### src/rtl/chip_test_scheduler.sv
// ---------------------------------------------------------------------------
// chip_test_scheduler
//
// Purpose:
//   Runs one test at a time over NUM_CHIPS chip-checker FSMs that share the
//   socket and user I/O. A Start edge latches the user's chip selection. The
//   block pulses Run to that checker and waits for its Done. It captures the
//   checker's RSLT and holds the verdict for display. On user Ack it drives
//   DISP_RSLT back to the checker so that the checker returns to Halted.
//
// Parameters:
//   NUM_CHIPS       number of attached checkers (>= 2)
//   SEL_W           width of Chip_Sel (= $clog2(NUM_CHIPS))
//   TIMEOUT_CYCLES  WAIT_DONE watchdog limit. It is used only when the
//                   CHIP_TEST_TIMEOUT_EN macro is defined.
//
// Optional feature macro: CHIP_TEST_TIMEOUT_EN.
//   When it is defined, a watchdog ends WAIT_DONE with Err=1 after
//   TIMEOUT_CYCLES cycles.
//   When it is undefined, WAIT_DONE waits indefinitely and only reset
//   leaves that state.
//
// Ports:
//   Clk, Reset_n         clock and synchronous active-low reset
//   Start                user start, level; acted on at its 0->1 edge in IDLE
//   Chip_Sel [SEL_W]     checker index, sampled on the Start edge
//   Ack                  user acknowledge, sampled only in SHOW
//   Done_i/Rslt_i [N]    Done / RSLT from each checker. Only bit sel_q is used.
//   Run_o [N]            one-hot, single-cycle Run pulse to the selected checker
//   Disp_Rslt_o [N]      one-hot DISP_RSLT to the selected checker
//   Busy                 high in every state except IDLE
//   Result_Valid         the verdict is valid. It holds until the next accepted Start.
//   Pass, Err            verdict. Err means an invalid select or a timeout.
//   Pass_Cnt, Fail_Cnt   saturating 8-bit verdict counters
//   o_dbg_state          current FSM state, for observation only
//
// Handshake: Run_o and Disp_Rslt_o are level outputs decoded from the state.
//   The checker acts on them in the same cycle. Done_i is a level that the
//   checker holds until it sees DISP_RSLT, and then it drops Done_i.
// ---------------------------------------------------------------------------
module chip_test_scheduler #(
    parameter int NUM_CHIPS      = 4,
    parameter int SEL_W          = 2,
    parameter int TIMEOUT_CYCLES = 64
) (
    input  logic                 Clk,
    input  logic                 Reset_n,
    input  logic                 Start,
    input  logic [SEL_W-1:0]     Chip_Sel,
    input  logic                 Ack,
    input  logic [NUM_CHIPS-1:0] Done_i,
    input  logic [NUM_CHIPS-1:0] Rslt_i,
    output logic [NUM_CHIPS-1:0] Run_o,
    output logic [NUM_CHIPS-1:0] Disp_Rslt_o,
    output logic                 Busy,
    output logic                 Result_Valid,
    output logic                 Pass,
    output logic                 Err,
    output logic [7:0]           Pass_Cnt,
    output logic [7:0]           Fail_Cnt,
    output logic [2:0]           o_dbg_state
);

    localparam logic [2:0] ST_IDLE      = 3'd0;
    localparam logic [2:0] ST_RUN       = 3'd1;
    localparam logic [2:0] ST_WAIT_DONE = 3'd2;
    localparam logic [2:0] ST_SHOW      = 3'd3;
    localparam logic [2:0] ST_RELEASE   = 3'd4;

    localparam logic [NUM_CHIPS-1:0] ONE_HOT0  = {{(NUM_CHIPS-1){1'b0}}, 1'b1};
    localparam logic [SEL_W:0]       SEL_LIMIT = (SEL_W+1)'(NUM_CHIPS);

    logic [2:0]           r_state;
    logic [SEL_W-1:0]     r_sel;
    logic                 r_start_d;
    logic                 r_valid;
    logic                 r_pass;
    logic                 r_err;
    logic [7:0]           r_pass_cnt;
    logic [7:0]           r_fail_cnt;

    logic [NUM_CHIPS-1:0] w_sel_oh;
    logic                 w_start_edge;
    logic                 w_sel_bad;
    logic                 w_done;
    logic                 w_rslt;
    logic                 w_disp_on;
    logic                 w_err_to_idle;

    // If the selection is out of range, the shift gives an all-zero mask.
    // The done and result taps are then zero instead of X.
    assign w_sel_oh     = ONE_HOT0 << r_sel;
    assign w_start_edge = Start & ~r_start_d;
    assign w_sel_bad    = ({1'b0, Chip_Sel} >= SEL_LIMIT);
    assign w_done       = |(Done_i & w_sel_oh);
    assign w_rslt       = |(Rslt_i & w_sel_oh);

`ifdef CHIP_TEST_TIMEOUT_EN
    localparam int TO_W = ($clog2(TIMEOUT_CYCLES + 1) > 8) ? $clog2(TIMEOUT_CYCLES + 1) : 8;

    logic [TO_W-1:0] r_to_cnt;
    logic            r_timeout;

    // After a timeout the checker still gets one DISP_RSLT cycle, even
    // though Done never rose.
    assign w_disp_on     = w_done | r_timeout;
    assign w_err_to_idle = r_err & ~r_timeout;
`else
    assign w_disp_on     = w_done;
    assign w_err_to_idle = r_err;
`endif

    function automatic logic [7:0] sat_inc(input logic [7:0] v);
        return (v == 8'hFF) ? v : v + 8'd1;
    endfunction

    always_ff @(posedge Clk) begin
        if (!Reset_n) begin
            r_state    <= ST_IDLE;
            r_sel      <= '0;
            r_start_d  <= 1'b0;
            r_valid    <= 1'b0;
            r_pass     <= 1'b0;
            r_err      <= 1'b0;
            r_pass_cnt <= 8'd0;
            r_fail_cnt <= 8'd0;
`ifdef CHIP_TEST_TIMEOUT_EN
            r_to_cnt   <= '0;
            r_timeout  <= 1'b0;
`endif
        end else begin
            // Track Start in every state. A level held across a whole test
            // therefore never reads as a fresh edge back in IDLE.
            r_start_d <= Start;
            case (r_state)
                ST_IDLE: begin
                    if (w_start_edge) begin
                        r_sel   <= Chip_Sel;
                        r_valid <= 1'b0;
                        r_pass  <= 1'b0;
                        r_err   <= 1'b0;
`ifdef CHIP_TEST_TIMEOUT_EN
                        r_timeout <= 1'b0;
`endif
                        if (w_sel_bad) begin
                            r_err      <= 1'b1;
                            r_fail_cnt <= sat_inc(r_fail_cnt);
                            r_state    <= ST_SHOW;
                        end else begin
                            r_state    <= ST_RUN;
                        end
                    end
                end
                ST_RUN: begin
                    r_state <= ST_WAIT_DONE;
`ifdef CHIP_TEST_TIMEOUT_EN
                    r_to_cnt <= '0;
`endif
                end
                ST_WAIT_DONE: begin
                    // Done takes priority over a timeout that lands in the same cycle.
                    if (w_done) begin
                        r_pass  <= w_rslt;
                        r_valid <= 1'b1;
                        if (w_rslt) r_pass_cnt <= sat_inc(r_pass_cnt);
                        else        r_fail_cnt <= sat_inc(r_fail_cnt);
                        r_state <= ST_SHOW;
                    end
`ifdef CHIP_TEST_TIMEOUT_EN
                    else if (r_to_cnt == TO_W'(TIMEOUT_CYCLES - 1)) begin
                        r_err      <= 1'b1;
                        r_pass     <= 1'b0;
                        r_valid    <= 1'b1;
                        r_timeout  <= 1'b1;
                        r_fail_cnt <= sat_inc(r_fail_cnt);
                        r_state    <= ST_SHOW;
                    end else begin
                        r_to_cnt <= r_to_cnt + 1'b1;
                    end
`endif
                end
                ST_SHOW: begin
                    if (Ack) begin
                        // An invalid selection never started a checker, so
                        // there is nothing to release.
                        r_state <= w_err_to_idle ? ST_IDLE : ST_RELEASE;
                    end
                end
                ST_RELEASE: begin
`ifdef CHIP_TEST_TIMEOUT_EN
                    if (r_timeout) r_state <= ST_IDLE;
                    else
`endif
                    if (!w_done) r_state <= ST_IDLE;
                end
                default: r_state <= ST_IDLE;
            endcase
        end
    end

    assign Run_o        = (r_state == ST_RUN) ? w_sel_oh : '0;
    assign Disp_Rslt_o  = ((r_state == ST_RELEASE) && w_disp_on) ? w_sel_oh : '0;
    assign Busy         = (r_state != ST_IDLE);
    assign Result_Valid = r_valid;
    assign Pass         = r_pass;
    assign Err          = r_err;
    assign Pass_Cnt     = r_pass_cnt;
    assign Fail_Cnt     = r_fail_cnt;
    assign o_dbg_state  = r_state;

endmodule

### config.mk
export PLATFORM = sky130hd
export DESIGN_NAME = chip_test_scheduler
export DESIGN_NICKNAME = d
export VERILOG_FILES = /design/src/rtl/chip_test_scheduler.sv
export SDC_FILE = /design/constraint.sdc
export NUM_CORES = 1
export LEC_CHECK = 0
export CORE_AREA = 2 2 56 58
export CTS_BUF_LIST = sky130_fd_sc_hd__clkbuf_8
export CTS_CLUSTER_DIAMETER = 120
export CTS_CLUSTER_SIZE = 8
export DETAILED_ROUTE_END_ITERATION = 6
export DIE_AREA = 0 0 58 60
export GPL_ROUTABILITY_DRIVEN = 0
export MAX_ROUTING_LAYER = met4
export PLACE_DENSITY = 0.79
export SYNTH_ARGS = -nofsm -noshare
export SYNTH_HDL_FRONTEND = slang
export SYNTH_SLANG_ARGS = --single-unit
### constraint.sdc
create_clock -name Clk -period 6 [get_ports Clk]
set_input_delay 1.2 -clock Clk [delete_from_list [all_inputs] [get_ports Clk]]
set_output_delay 1.2 -clock Clk [all_outputs]
set_load 0.02 [all_outputs]
After elaboration in Yosys (flattened, before gate mapping)
Index checks and enable logic that the tools add are counted.
{ "totals": {"reg_bits": 24, "input_bits": 14, "output_inout_bits": 31, "wordCells": 50} }
{ "classes": {"n_addsub": 2, "n_eq_ne": 10, "shifts": 1, "n_mux": 12, "bitwise_logic": 7, "reduce_logical": 11} }
{ "op_table": {"columns": ["operator", "n"], "rows": [
  ["8-bit by 1-bit adder with 8-bit output (second input constant)", 2],
  ["8-bit equality test (second input constant)", 2],
  ["3-bit one-hot mux with 5 select lines", 1],
  ["3-bit 2-to-1 mux", 4],
  ["4-bit AND reduction", 3],
  ["4-bit bitwise AND", 2],
  ["4-bit 2-to-1 mux", 2],
  ["2-bit inequality test (second input constant)", 4],
  ["4-bit OR reduction", 2],
  ["3-bit by 2-bit equality test with 1-bit output (second input constant)", 2],
  ["1-bit inverter", 4],
  ["1-bit one-hot mux with 2 select lines", 2],
  ["1-bit by 2-bit left shift with 4-bit output (first input constant)", 1],
  ["3-bit by 1-bit equality test with 1-bit output (second input constant)", 1],
  ["3-bit equality test (second input constant)", 1],
  ["3-bit logical NOT", 1],
  ["1-bit 2-to-1 mux", 3],
  ["3-bit AND reduction", 1],
  ["3-bit nonzero test", 1],
  ["2-bit AND reduction", 1],
  ["2-bit nonzero test", 1],
  ["1-bit bitwise AND", 1],
  ["1-bit logical AND", 1]
]} }

Longest topological paths before layout
Gate-level depths: netlist (run 1).
{ "logic_depth": {"depth_word": 5, "ltp_mapped": 6, "mapped_depth_nobuf": 5} }

Worst setup path after synthesis (run 1)
No wires, ideal clock.
{ "synth_timing": {"kind": "input-to-output", "from": "in Done_i[0]", "to": "out Disp_Rslt_o[0]", "arrival_time_ns": 1.914, "required_time_ns": 4.800, "setup_slack_ns": 2.886, "cell_stages": 1, "path_buffers": 0, "path_cell_list": "nor4b_1"} }
{ "synth_between": {"elab_chain_cells": 4} }
{ "synth_lines": {"columns": ["item", "line_no", "text"], "rows": [
  ["start, declared", "51", "input logic [NUM_CHIPS-1:0] Done_i,"],
  ["4-bit bitwise AND", "95", "assign w_done = |(Done_i & w_sel_oh);"],
  ["4-bit OR reduction", "95", null],
  ["1-bit logical AND", "202", "assign Disp_Rslt_o = ((r_state == ST_RELEASE) && w_disp_on) ? w_sel_oh : '0;"],
  ["4-bit 2-to-1 mux", "202", null],
  ["end, declared", "54", "output logic [NUM_CHIPS-1:0] Disp_Rslt_o,"]
]} }
Every way passes these cells.

Worst setup path after layout (run 1)
Ends and elaborated chain as after synthesis.

==> results.yml, run 1 <==
drt:
  routedWlPerCell_microns: 13.2
  viasPerCell: 5.64
  drc_errors: 0
  drt_iter0_drc: 38
  routed_wl_mm: 2.89
  ant_nets: 0
  firstDrtPassIters: 4
  vias: 1235
sta:
  final-hold-violation-count: 0
  setup_violations: 0
  relSlewSlack_pct: 40.2
  min_period_ns: 3.74
  worst_pin_slew_ns: 0.896
  finClkSkew_ns: 0.00784
  maxSlewViolCount: 0
  hold_ws_ns: 0.465
  fin_crit_sh_pct: 62.4
  rsz0062_at_grt: "false"
  final.setup.tns_ns: 0
  setup_slack_ns: 2.26
  max_freq_mhz: 267
synth:
  netlist_area_sq_mm: 0.00126
  synthTopCellsByCount: "dfxtp_1 (24), a21oi_1 (15), nand2_1 (11), nand3_1 (11), clkbuf_1 (9)"
  synth_top_area_share_pct: 38.0
  synthesis.nets: 167
  ys_warn_count: 0
  syn_area_per_cell_sq_um: 8.37
  synth-edff-count: 0
  syn_inst: 151
  ys_types: 36
  ys_top_cells_by_area: "dfxtp_1 (38%), a21oi_1 (5.9%), nand3_1 (4.4%)"
  ys_ff_latch: 24
  seq_area_frac_synth_pct: 38.0
  ys_async_sr_fraction_pct: 0
  yosysMostFrequentCell: "dfxtp_1"
  synth_largest_area_cell: "dfxtp_1"
  ys.flop_type: "dfxtp_1"
setup_path:
  critPathSlowestCell: "clkdlybuf4s50_1"
  path_cells: "clkdlybuf4s50_1 > nor4b_1 > clkdlybuf4s50_1"
  critical_path_arrival_ns: 2.54
  critical_path_class: "in -> out"
  critPathLaunch: "Done_i[0]"
  crit_required_ns: 4.80
  path_common_cell: "clkdlybuf4s50_1"
  worstReg2RegStart: "r_sel[0]$_SDFFE_PN0P_"
  critPathMaxStageDelay_ns: 0.65
  critPathLaunchType: "input pin"
  endpoint_kind: "output pin"
  crit_family: "buffers and inverters"
  cp_num_buf_inv: 2
  path_max_fanout: 2
status:
  status: "finished clean"
clocking:
  cts_tree: "done"
  cts.hold.buffers_added: 0
  clock_path_buffers: 2
  root_buffer: "clkbuf_8"
  ctsResizeCount: 0
  clkSinkCount: 24
  h-tree-depth: 1
  cts_setup_buffers: 0
  clk_pin_slew_ns: 0.09
  clk_latency_ns: 0.26
  numCtsBuffers: 3
cells_and_area:
  nets: 203
  drive_gt1_share_pct: 3.23
  seq_area_sq_um: 480
  n_antenna_cell: 0
  finish.utilization_pct: 60.3
  multi_input_area_sq_um: 707
  areaGrowthSynthToFinish_pct: 38.4
  fill_cells: 254
  finalInstanceArea_sq_mm: 0.00175
global_route:
  antenna_found_initial: 0
  grt_pass1_vias: 1191
  grt_overflow: 0
  track_usage_pct: 18.8
  grt_pass1_wl_mm: 4.98
  grt_max_degree: 21
power:
  power_density_mw_per_mm2: 214
  power.leakage_uw: 0.000591
  ir_drop_mv: 0.173
floorplanning:
  die_h_microns: 60
  io_pins: 45
  dieWidth_microns: 58
  num_rows: 20
  start_util_pct: 43.5
  dieArea_sq_mm: 0.00348
  core_area_sq_mm: 0.00290
hold_path:
  hp-class: "reg -> reg"
  min-delay-start: "Result_Valid$_SDFFE_PN0P_"
job:
  drv_cap: 0
placement:
  dp_hpwl_mm: 2.20
  dpl_cell_area_sq_mm: 0.00168
  io_buffers: 43
  pre_cts_ws_ns: 2.24
-- final cells by class --
class	instances	area share, %
clock buffers	3	2.36
clock inverters	1	1.72
inverters	5	1.07
multi-input cells	110	40.4
flip-flops and latches	24	27.5
well taps	33	2.36
repair buffers	43	24.6
-- routing by layer --
metal  track usage, %  vias up  part of all wire (%)
met1             22.0      572                    44
li1                 -      628                     -
met5                -        -                     0
met3             3.90        2                   6.1
met4             5.65        0                  0.38
met2             32.5       33                    50
-- sequential cells by signal, summed over array words and instances (netlist names) --
signal	count
o_dbg_state	3
Fail_Cnt	8
Pass	1
Result_Valid	1
r_sel	2
Pass_Cnt	8
r_start_d	1
-- layout by cell type (no fill, tap or decap), drive strengths merged, types with 2 or more instances in the layout --
cell type / netlist / routed
a21oi: 15 / 15
nand4: 2 / 2
o21ai: 6 / 6
o31ai: 7 / 7
dfxtp: 24 / 24
or4: 7 / 7
and4b: 2 / 2
nor4b: 2 / 2
nor3b: 3 / 3
mux4: 2 / 2
inv: 5 / 5
or3: 6 / 6
clkdlybuf4s50: 0 / 43
and3: 5 / 5
nor3: 3 / 3
clkbuf: 9 / 3
nor2: 8 / 8
ha: 2 / 2
nand2: 11 / 11
nand3: 11 / 11
and2: 2 / 2
mux2i: 4 / 4
-- worst paths after layout --
| path | to | cells after the start | slack [ns] |
|---|---|---|---|
| worst max-delay path | Disp_Rslt_o[0] | 3 | 2.26 |
| worst min-delay path | Result_Valid$_SDFFE_PN0P_ | 2 | 0.47 |
| worst max register to register | Fail_Cnt[5]$_SDFFE_PN0P_ | 4 | 3.71 |
| worst min register to register | Result_Valid$_SDFFE_PN0P_ | 2 | 0.47 |
-- power breakdown --
group | total [uW] | switching (uW) | internal, uW
Sequential | 172 | 8.15 | 164
Combinational | 61.3 | 31.4 | 29.8
Clock | 140 | 51.3 | 89.1
Total | 374 | 90.9 | 283
-- cells by family after synthesis --
group           share of synthesized area (%)
simple gates                             29.6
compound gates                           16.6
flops                                    38.0
buf+inv                                  6.04
mux                                      6.73
fa+ha+maj                                1.98
other cells                             0.297
xor+xnor                                0.693
-- through the flow --
stage,total power (uW),cells
after floorplan,214,151
after global placement,235,215
after detailed placement,237,215
after CTS,377,219
after global routing,389,219
final,374,219
-- worst reg2reg max path: cells and delay by family, from the launching register on --
kind	cells	cell delay, ns
muxes	1	0.61
DFF	1	0.55
and+or+nand+nor	1	0.55
AOI/OAI and AO/OA	2	0.52
No activity file was read; power rests on OpenSTA's default activity.
==> run 2: changes to the inputs <==
--- a/config.mk
+++ b/config.mk
@@ -5,15 +5,15 @@
 export SDC_FILE = /design/constraint.sdc
 export NUM_CORES = 1
 export LEC_CHECK = 0
-export CORE_AREA = 2 2 56 58
+export CORE_AREA = 2 2 59 61
 export CTS_BUF_LIST = sky130_fd_sc_hd__clkbuf_8
 export CTS_CLUSTER_DIAMETER = 120
 export CTS_CLUSTER_SIZE = 8
 export DETAILED_ROUTE_END_ITERATION = 6
-export DIE_AREA = 0 0 58 60
+export DIE_AREA = 0 0 61 63
 export GPL_ROUTABILITY_DRIVEN = 0
 export MAX_ROUTING_LAYER = met4
-export PLACE_DENSITY = 0.79
+export PLACE_DENSITY = 0.75
 export SYNTH_ARGS = -nofsm -noshare
 export SYNTH_HDL_FRONTEND = slang
 export SYNTH_SLANG_ARGS = --single-unit
==> constraint.sdc (replaced) <==
create_clock -name Clk -period 3.2 [get_ports Clk]
set_input_delay 0.64 -clock Clk [delete_from_list [all_inputs] [get_ports Clk]]
set_output_delay 0.64 -clock Clk [all_outputs]
set_load 0.02 [all_outputs]
==> run 2 against run 1 <==
Compared with the run above:
- global-route usage shrank 1.3 points
- hold slack lost 0.0020 ns
- non-clock buffer count is the same
- core utilization shrank 5.6 points
- first-iteration DRC count shrank 26%
==> results.yml, run 2 (synthesized netlist as in run 1, its figures left out) <==
status:
  status: "finished clean"
floorplanning:
  num_rows: 21
  die_h_microns: 63
  dieWidth_microns: 61
  start_util_pct: 39.1
  core_area_sq_mm: 0.00323
  dieArea_sq_mm: 0.00384
  io_pins: 45
sta:
  finClkSkew_ns: 0.00858
  maxSlewViolCount: 0
  worst_pin_slew_ns: 0.954
  setup_slack_ns: 0.491
  hold_ws_ns: 0.463
  max_freq_mhz: 369
  fin_crit_sh_pct: 84.6
  final-hold-violation-count: 0
  relSlewSlack_pct: 36.3
  min_period_ns: 2.71
  setup_violations: 0
  rsz0062_at_grt: "false"
  final.setup.tns_ns: 0
global_route:
  grt_pass1_vias: 1162
  met1_usage_pct: 22.0
  met2_usage_pct: 27.7
  use_met3_pct: 3.52
  grt_overflow: 0
  grt_pass1_wl_mm: 5.11
  track_usage_pct: 17.4
  top_usage_layer: "met2"
  antenna_found_initial: 0
  grt_max_degree: 21
setup_path:
  rrSetupSlack_ns: 0.90
  endpoint_kind: "output pin"
  crit_required_ns: 2.56
  critical_path_class: "reg -> out"
  critPathLaunchType: "flip-flop"
  path_max_fanout: 9
  critical_path_arrival_ns: 2.07
placement:
  dpl_cell_area_sq_mm: 0.00169
  io_buffers: 43
  pre_cts_ws_ns: 0.440
  dp_cells: 228
  dp_hpwl_mm: 2.28
clocking:
  cts.hold.buffers_added: 0
  numCtsBuffers: 3
  h-tree-depth: 1
  ctsResizeCount: 0
  cts_tree: "done"
  clock_path_buffers: 2
  root_buffer: "clkbuf_8"
  clk_latency_ns: 0.27
  cts_setup_buffers: 0
  clk_pin_slew_ns: 0.09
  clkSinkCount: 24
power:
  ir_drop_mv: 0.219
  seq_power_share_pct: 45.9
  switching_share_pct: 24.5
  power.leakage_uw: 0.000591
  power_density_mw_per_mm2: 397
  power_switching_uw: 172
  p_int_uw: 530
  pwr-share-comb_pct: 16.4
  power.share.clock_pct: 37.6
drt:
  vias: 1263
  firstDrtPassIters: 5
  viasPerCell: 5.44
  ant_nets: 0
  drt_iter0_drc: 28
  routedWlPerCell_microns: 13.2
  routed_wl_mm: 3.07
  drc_errors: 0
cells_and_area:
  areaGrowthSynthToFinish_pct: 39.7
  stdcell_count: 232
  final_cell_mix: "clkdlybuf4s50_1 (43), dfxtp_1 (24), a21oi_1 (15)"
  finalInstanceArea_sq_mm: 0.00177
  nets: 203
  n_antenna_cell: 0
  final_common_cell: "clkdlybuf4s50_1"
  fill_cells: 329
  drive_gt1_share_pct: 3.23
hold_path:
  hp-class: "reg -> reg"
job:
  drv_cap: 0
run 2: cell counts in the layout (fill, tap and decap cells not counted):
Identical to the previous run, type by type.
run 2: power by group through the flow:
stage               registers (uW)  clock network (uW)  logic (uW)
CTS                            322                 266         116
global route                   324                 283         125
global placement               328                   0         113
finish                         322                 264         115
detailed placement             329                   0         115
floorplan                      325                   0        76.3
run 2: through the flow:
| stage | total power, uW | util (%) |
|---|---|---|
| floorplan | 402 | - |
| global placement | 441 | 52.4 |
| detailed placement | 444 | 52.4 |
| CTS | 704 | 54.6 |
| global route | 732 | 54.6 |
| finish | 702 | 54.6 |
run 2: cell type report:
type / count / area, sq um / share of cell area [%]
clock buffers: 3 / 41.3 / 2.34
clock inverters: 1 / 30.0 / 1.70
inverters: 5 / 18.8 / 1.06
multi-input cells: 110 / 707 / 40.0
flip-flops and latches: 24 / 480 / 27.2
well taps: 46 / 57.6 / 3.26
repair buffers: 43 / 430 / 24.4
run 2: final timing paths:
check,start,end,cells after the start
hold reg to reg,Result_Valid$_SDFFE_PN0P_,Result_Valid$_SDFFE_PN0P_,2
setup reg to reg,r_sel[0]$_SDFFE_PN0P_,Fail_Cnt[7]$_SDFFE_PN0P_,4
hold / removal,Result_Valid$_SDFFE_PN0P_,Result_Valid$_SDFFE_PN0P_,2
setup / recovery,o_dbg_state[2]$_SDFFE_PN0P_,Disp_Rslt_o[2],4
run 2: critical path, stage by stage, from the launching register on:
cell and delay (ns):
dfxtp_1 0.49, inv_1 0.14, nor3_1 0.32, and4b_1 0.25, clkdlybuf4s50_1 0.61
run 2: layer usage:
| metal | vias up | part of all wire, % |
|---|---|---|
| met3 | 4 | 5.5 |
| met2 | 34 | 51 |
| met1 | 598 | 42 |
| met4 | 0 | 1.2 |
| li1 | 627 | - |
| met5 | - | 0 |
